## config.mk

```make
export PLATFORM = sky130hd
export DESIGN_NAME = id_stage_reg
export DESIGN_NICKNAME = d
export VERILOG_FILES = /design/src/rtl/id_stage_reg.sv
export SDC_FILE = /design/constraint.sdc
export NUM_CORES = 1
export LEC_CHECK = 0
export ABC_CLOCK_PERIOD_IN_PS = 54800
export CORE_MARGIN = 2
export CORE_UTILIZATION = 40
export DETAILED_ROUTE_END_ITERATION = 8
export GPL_TIMING_DRIVEN = 0
export HOLD_SLACK_MARGIN = 0.08
export PLACE_DENSITY = 0.59
export REMOVE_ABC_BUFFERS = 1
export SLEW_MARGIN = 20
export SYNTH_ARGS = -nofsm -noshare
export SYNTH_HDL_FRONTEND = slang
export SYNTH_SLANG_ARGS = --single-unit
```

## constraint.sdc

```tcl
create_clock -name clk -period 54.8 [get_ports clk]
set_clock_uncertainty 0.2 [all_clocks]
set_input_delay 10.96 -clock clk [delete_from_list [all_inputs] [get_ports clk]]
set_output_delay 10.96 -clock clk [all_outputs]
set_load 0.03 [all_outputs]
```

## src/rtl/id_stage_reg.sv

```systemverilog
`default_nettype none
// +----------------------------------------------------------------------------+
// | id_stage_reg : ARM-subset instruction decode, register file, ID/EXE reg    |
// | Rev 1.0                                                                    |
// +----------------------------------------------------------------------------+
module id_stage_reg #(
  parameter int DATA_W    = 32,
  parameter int REG_CNT   = 16,
  parameter bit BYPASS_WB = 1'b1
) (
  input  logic              clk,
  input  logic              rst,
  input  logic [31:0]       instruction,
  input  logic              instr_valid,
  input  logic              hazard,
  input  logic              flush,
  input  logic [3:0]        SR,
  input  logic              writeBackEn,
  input  logic [3:0]        dest_wb,
  input  logic [DATA_W-1:0] Result_WB,
  output logic [3:0]        src1,
  output logic [3:0]        src2,
  output logic              Two_src,
  output logic              ex_valid,
  output logic              wb_en,
  output logic              mem_r_en,
  output logic              mem_w_en,
  output logic              B,
  output logic              S,
  output logic [3:0]        exe_cmd,
  output logic [DATA_W-1:0] Val_Rn,
  output logic [DATA_W-1:0] Val_Rm,
  output logic              imm,
  output logic [11:0]       shift_operand,
  output logic [23:0]       signed_imm_24,
  output logic [3:0]        Dest,
  output logic [3:0]        ex_src1,
  output logic [3:0]        ex_src2
);

  localparam int c_IDX_W = (REG_CNT > 1) ? $clog2(REG_CNT) : 1;

  logic [1:0]        w_mode;
  logic [3:0]        w_opcode;
  logic              w_store;
  logic              w_cond_ok;
  logic              w_bubble;
  logic              w_wb_in_range;
  logic              w_wb_en, w_mem_r, w_mem_w, w_b, w_s;
  logic [3:0]        w_exe_cmd;
  logic [DATA_W-1:0] w_rn, w_rm;
  logic [DATA_W-1:0] r_regs [REG_CNT];

  assign w_mode   = instruction[27:26];
  assign w_opcode = instruction[24:21];
  assign w_store  = (w_mode == 2'b01) && !instruction[20];

  assign src1    = instruction[19:16];
  assign src2    = w_store ? instruction[15:12] : instruction[3:0];
  assign Two_src = instr_valid && (!instruction[25] || w_store);

  // SR = {N,Z,C,V}
  always_comb begin
    w_cond_ok = 1'b0;
    case (instruction[31:28])
      4'b0000: w_cond_ok = SR[2];
      4'b0001: w_cond_ok = !SR[2];
      4'b0010: w_cond_ok = SR[1];
      4'b0011: w_cond_ok = !SR[1];
      4'b0100: w_cond_ok = SR[3];
      4'b0101: w_cond_ok = !SR[3];
      4'b0110: w_cond_ok = SR[0];
      4'b0111: w_cond_ok = !SR[0];
      4'b1000: w_cond_ok = SR[1] && !SR[2];
      4'b1001: w_cond_ok = !SR[1] || SR[2];
      4'b1010: w_cond_ok = (SR[3] == SR[0]);
      4'b1011: w_cond_ok = (SR[3] != SR[0]);
      4'b1100: w_cond_ok = !SR[2] && (SR[3] == SR[0]);
      4'b1101: w_cond_ok = SR[2] || (SR[3] != SR[0]);
      4'b1110: w_cond_ok = 1'b1;
      default: w_cond_ok = 1'b0;
    endcase
  end

  always_comb begin
    w_exe_cmd = 4'b0000;
    w_wb_en   = 1'b0;
    w_mem_r   = 1'b0;
    w_mem_w   = 1'b0;
    w_b       = 1'b0;
    w_s       = 1'b0;
    case (w_mode)
      2'b00: begin
        w_s     = instruction[20];
        w_wb_en = 1'b1;
        case (w_opcode)
          4'b1101: w_exe_cmd = 4'b0001;
          4'b1111: w_exe_cmd = 4'b1001;
          4'b0100: w_exe_cmd = 4'b0010;
          4'b0101: w_exe_cmd = 4'b0011;
          4'b0010: w_exe_cmd = 4'b0100;
          4'b0110: w_exe_cmd = 4'b0101;
          4'b0000: w_exe_cmd = 4'b0110;
          4'b1100: w_exe_cmd = 4'b0111;
          4'b0001: w_exe_cmd = 4'b1000;
          4'b1010: begin w_exe_cmd = 4'b0100; w_wb_en = 1'b0; end
          4'b1000: begin w_exe_cmd = 4'b0110; w_wb_en = 1'b0; end
          default: begin w_s = 1'b0; w_wb_en = 1'b0; end
        endcase
      end
      2'b01: begin
        w_exe_cmd = 4'b0010;
        if (instruction[20]) begin
          w_mem_r = 1'b1;
          w_wb_en = 1'b1;
        end else begin
          w_mem_w = 1'b1;
        end
      end
      2'b10:   w_b = 1'b1;
      default: ;
    endcase
  end

  assign w_bubble      = flush || hazard || !instr_valid || !w_cond_ok;
  assign w_wb_in_range = ({1'b0, dest_wb} < 5'(REG_CNT));

  always_ff @(posedge clk or posedge rst) begin
    if (rst) begin
      for (int i = 0; i < REG_CNT; i++) r_regs[i] <= '0;
    end else if (writeBackEn && w_wb_in_range) begin
      r_regs[dest_wb[c_IDX_W-1:0]] <= Result_WB;
    end
  end

  // Bypass only on a write that actually lands in the file.
  generate
    if (BYPASS_WB) begin : g_bypass
      logic w_hit_rn, w_hit_rm;
      assign w_hit_rn = writeBackEn && w_wb_in_range && (dest_wb[c_IDX_W-1:0] == src1[c_IDX_W-1:0]);
      assign w_hit_rm = writeBackEn && w_wb_in_range && (dest_wb[c_IDX_W-1:0] == src2[c_IDX_W-1:0]);
      assign w_rn = w_hit_rn ? Result_WB : r_regs[src1[c_IDX_W-1:0]];
      assign w_rm = w_hit_rm ? Result_WB : r_regs[src2[c_IDX_W-1:0]];
    end else begin : g_no_bypass
      assign w_rn = r_regs[src1[c_IDX_W-1:0]];
      assign w_rm = r_regs[src2[c_IDX_W-1:0]];
    end
  endgenerate

  always_ff @(posedge clk or posedge rst) begin
    if (rst) begin
      ex_valid      <= 1'b0;
      wb_en         <= 1'b0;
      mem_r_en      <= 1'b0;
      mem_w_en      <= 1'b0;
      B             <= 1'b0;
      S             <= 1'b0;
      exe_cmd       <= 4'b0000;
      Val_Rn        <= '0;
      Val_Rm        <= '0;
      imm           <= 1'b0;
      shift_operand <= 12'h000;
      signed_imm_24 <= 24'h000000;
      Dest          <= 4'h0;
      ex_src1       <= 4'h0;
      ex_src2       <= 4'h0;
    end else begin
      ex_valid      <= !w_bubble;
      wb_en         <= w_bubble ? 1'b0 : w_wb_en;
      mem_r_en      <= w_bubble ? 1'b0 : w_mem_r;
      mem_w_en      <= w_bubble ? 1'b0 : w_mem_w;
      B             <= w_bubble ? 1'b0 : w_b;
      S             <= w_bubble ? 1'b0 : w_s;
      exe_cmd       <= w_bubble ? 4'b0000 : w_exe_cmd;
      Val_Rn        <= w_rn;
      Val_Rm        <= w_rm;
      imm           <= instruction[25];
      shift_operand <= instruction[11:0];
      signed_imm_24 <= instruction[23:0];
      Dest          <= instruction[15:12];
      ex_src1       <= src1;
      ex_src2       <= src2;
    end
  end

endmodule
`default_nettype wire

```

=== After elaboration in Yosys (flattened, before gate mapping) ===
Index checks and enable logic that the tools add are counted.

* Reductions and logical operators: 29
* Div/mod/pow operators: 0
* $add $sub $neg: 0
* $mul: 0
* Bitwise gates (word level): 3
* $lt $le $gt $ge: 4
* Equality and inequality tests: 30
* Shifts and indexed selects: 0
* Multiplexer cells: 30

{| class="wikitable"
|+ Operators with widths
! operator !! count
|-
| $bwmux W512 || 1
|-
| $bmux W32 S4 || 2
|-
| $mux W32 || 7
|-
| $demux W32 S4 || 1
|-
| $eq A4 B4 Y1 const B || 12
|-
| $pmux W4 S9 || 1
|-
| $eq A4 B3 Y1 const B || 7
|-
| $ge A5 B5 Y1 const B || 3
|-
| $not A4 Y5 || 3
|-
| $pmux W1 S15 || 1
|-
| $mux W1 || 13
|-
| $eq A4 B2 Y1 const B || 3
|-
| $reduce_or A11 Y1 || 1
|-
| $logic_not A1 Y1 || 9
|-
| $reduce_or A9 Y1 || 1
|-
| $eq A4 B1 Y1 const B || 2
|-
| $eq A4 B4 Y1 || 2
|-
| $logic_not A4 Y1 || 2
|-
| $mux W4 || 2
|-
| $pmux W4 S2 || 1
|-
| $logic_and A1 B1 Y1 || 7
|-
| $logic_or A1 B1 Y1 || 6
|-
| $lt A5 B1 Y1 const B || 1
|-
| $reduce_or A2 Y1 || 2
|-
| 6 further kinds || 6
|}

* Output and inout port bits: 132
* Memories: 0
* Logic and storage cells: 127
* Bits of input ports: 78
* Latch bits: 0
* Bits in writable memories: 0
* Flip-flop bits (word level): 635
* Bits in read-only memories: 0

=== Longest topological paths before layout ===
* Depth in word-level cells: 8
* Depth in mapped cells: 10
* Gate-level depth less buffers: 7

=== Least setup slack after synthesis ===
Ideal clock, no wire load.

* Path kind: input-to-output
* From: input port instruction[27]
* To: output port src2[1]
* Path slack: 31.269 ns
* Stages on the path: 6
* Data required time: 43.640 ns
* Path buffers: 3
* Data arrival time: 12.371 ns
* Cells stage by stage: buf_2 -> and4bb_2 -> a21oi_4 -> clkinv_1 -> clkbuf_1 -> clkbuf_1

* Longest elaborated chain between the ends: 3

{| class="wikitable"
|+ Ends and longest elaborated chain
! what !! RTL line !! text
|-
| start: declaration || 13 || <nowiki>input logic [31:0] instruction,</nowiki>
|-
| $eq A2 B1 Y1 || 56 || <nowiki>assign w_store = (w_mode == 2'b01) && !instruction[20];</nowiki>
|-
| $logic_and A1 B1 Y1 || 56 ||
|-
| $mux W4 || 59 || <nowiki>assign src2 = w_store ? instruction[15:12] : instruction[3:0];</nowiki>
|-
| end: declaration || 22 || <nowiki>output logic [3:0] src2,</nowiki>
|}

Every way passes these cells.

=== Final worst setup path ===
* From: input port instruction[26]
* To: output port src2[1]

The elaborated chain is that of the path after synthesis.

==> metrics.md <==
| Metric | Value |
|---|---|
| Num rows | 101 |
| Final setup vio count | 0 |
| Max-cap violations | 0 |
| Worst Path Class, Setup | in2out |
| Internal | 1010 uW |
| Cell variety after synth | 52 |
| Max-slew violations | 0 |
| Ys flop type | dfrtp_1 |
| Initial core utilization | 40.5% |
| Switching Fraction | 29.2% |
| Worst Hold Depth | 2 |
| Dpl cell area | 35000 um^2 |
| Synthesized area | 30800 um^2 |
| FF-to-FF path depth | 3 |
| Cells after DPL | 3727 |
| Routed vias | 23100 |
| Final Cell Area | 37300 um^2 |
| Sw power | 416 uW |
| Number of flops mapped to enable cells by yosys | 0 |
| GPL Wtd Cong | 0.814 |
| Critical Path RT | 43640 ps |
| Ant. Diodes | 0 |
| Synth area leader | dfrtp_1 |
| Ports | 210 |
| Combinational Power Share | 23.2% |
| Setup tns final | 0 ps |
| CP Capture Type | primary output |
| Die Area | 79300 um^2 |
| Latest clock arrival within the worst-skew pair | 600 ps |
| Final #Nets | 2847 |
| Wire per inst | 24.4 um |
| Least-Margin Pin Slew | 1030 ps |
| Post-CTS sizing | 0 |
| Minimum clock period | 26150 ps |
| Layout cell share with drive strength beyond 1 | 26.6% |
| Status | finished clean |
| Final worst slack | 28650 ps |
| Part of the power in registers | 43.8% |
| Async S/R FF share, synth | 100% |
| TritonCTS clock tree | done |
| Clock network fraction of total power | 33.0% |
| CTS max path bufs | 3 |
| Lkg Pwr | 0.0155 uW |
| DRC violations left | 0 |
| Setup Buffers After CTS | 0 |
| Post-Syn Area per Cell | 11.5 um^2 |
| Syn. warnings | 0 |
| Top cells by area, synth | dfrtp_1 50%, mux2_2 13%, mux4_2 12% |
| Critical Path AT | 14990 ps |
| Dpl hpwl | 59900 um |
| Cell area power density | 38.1 nW/um^2 |
| H-Tree Level Count | 3 |
| DR pass1 iterations | 6 |
| Post-route ant nets | 0 |
| Post-Route WL | 93900 um |
| Via density | 6.01 |
| Final Hold Violating Endpoints | 0 |
| DR iter-0 viols | 2609 |
| Placeable core area | 76100 um^2 |
| HP Class | reg2reg |
| Area Growth Syn to Fin | 21.2% |
| Overall Global Routing Usage | 23.6% |
| Initial antenna violation count | 3 |
| Largest net degree at the start of global routing | 106 |
| Fin cells | 3850 |
| GR Overflow Total | 0 |
| Die span in x | 282 um |
| Height of the die | 282 um |
| Pre-CTS setup slack | 28750 ps |
| Final period util | 47.7% |
| Post-synth top area share | 50.0% |
| Worst VDD drop | 0.0000200 V |
| Seq/Total Area, Yosys | 50.0% |
| Max Fclk | 38.2 MHz |
| Syn Inst Count | 2684 |
| Worst rel slew slack | 31.1% |
| #FFs+latches synth | 615 |
| Worst Path Max Fanout | 93 |
| Root Driver | clkbuf_16 |
| PortBufs | 209 |
| RSZ-0062 raised after global routing | no |
| Worst-path clk slew | 60 ps |
| Number of global-route vias before repair | 23200 |
| CP startpoint kind | input port |
| Total CTS buffers | 69 |
| First-pass GRT wire length | 142000 um |
| Clock sink count | 615 |
| Hold_buf cts | 0 |
-- power groups by stage --
stage,sequential (uW),clock (uW),combinational (uW)
2_1_floorplan,636,0,195
3_3_place_gp,624,0,324
3_5_place_dp,628,0,331
4_1_cts,621,483,332
5_1_grt,635,500,357
6_report,623,470,331
-- worst max-delay path, stage by stage --
cell,delay (ps)
clkdlybuf4s50_1,680
or3b_4,540
a21oi_4,610
buf_16,260
buf_16,190
clkinv_4,490
buf_16,460
clkdlybuf4s50_1,680
-- stage by stage --
stage	total power [uW]	utilization, %	hold WS, ps
after detailed placement	959	46.1	292
after global placement	948	43.3	284
after CTS	1440	49.1	308
after floorplan	831	-	266
final	1420	49.1	307
after global routing	1490	49.1	329
-- Yosys cell counts (2+ instances only) --
cell / number
a21boi_0: 2
a21oi_1: 317
a221oi_1: 67
a222oi_1: 31
a22oi_1: 63
a31oi_1: 4
and3_1: 2
buf_1: 7
buf_2: 44
buf_4: 26
clkbuf_1: 205
dfrtp_1: 615
inv_1: 41
inv_2: 3
mux2_2: 356
mux2i_1: 5
mux4_2: 166
nand2_1: 455
nand2b_1: 6
nand3_1: 7
nand4_1: 3
nor2_1: 17
nor3_1: 6
nor3b_1: 4
nor4_1: 4
nor4b_1: 2
o21ai_0: 192
o22ai_1: 2
or3_1: 2
xnor2_1: 4
xor2_1: 5
-- cell type report --
type	instances	area (um^2)
sequential	615	15400
timing repair buffer	297	4000
inverter	45	189
multi-input combinational	1741	14200
fill	6652	38700
tap	1030	1290
clock inverter	19	228
clock buffer	103	2060
-- cell usage in the layout, fill, tap and decap left out, drive strengths merged, types with 3 or more instances in the layout --
cell,instances
a221oi,67
a31oi,4
mux2,356
a22oi,63
clkinv,14
mux4,166
nor2,18
nand2b,6
buf,91
xnor2,4
nand4,3
xor2,5
nand2,455
nor3,6
mux2i,6
nand3,7
clkdlybuf4s50,205
o21ai,192
nor4,4
a222oi,31
dfrtp,615
a21oi,318
nor3b,5
clkbuf,104
bufinv,5
inv,45
-- per-layer routing --
metal / global-route usage, % / up-vias / wire, um
met5: 0 / - / 27
met4: 8.24 / 4 / 2910
met3: 4.43 / 204 / 7250
met2: 37.1 / 1095 / 43900
met1: 32.7 / 11900 / 39800
li1: - / 9971 / -
-- state kept, by name (all words and copies together), names as in the netlist, 3 cells and up --
register / cells
exe_cmd: 4
Val_Rm: 32
ex_src1: 3
r_regs: 512
ex_src2: 4
signed_imm_24: 18
Val_Rn: 32
Dest: 3
-- kinds of logic (layout without fill, tap and decap cells) --
kind of cell | after synthesis | in the layout | share of synthesized area [%]
compound gates | 688 | 688 | 13.2
flops | 615 | 615 | 50.0
mux | 528 | 528 | 25.4
simple gates | 516 | 516 | 6.71
buf+inv | 328 | 464 | 4.52
xor+xnor | 9 | 9 | 0.256
-- path summary, 6_finish.rpt --
check                                        start                 endpoint  slack, ps
max in group asynchronous                      rst   r_regs[26]$_DFFE_PP0P_      41960
setup reg to reg            r_regs[16]$_DFFE_PP0P_     Val_Rn[16]$_DFF_PP0_      52790
hold / removal             r_regs[440]$_DFFE_PP0P_  r_regs[440]$_DFFE_PP0P_        310
setup / recovery                   instruction[26]                  src2[1]      28650
hold reg to reg            r_regs[440]$_DFFE_PP0P_  r_regs[440]$_DFFE_PP0P_        310
min in group asynchronous                      rst     ex_src2[1]$_DFF_PP0_      10610
Note: power is estimated with default switching activity, not from simulation.
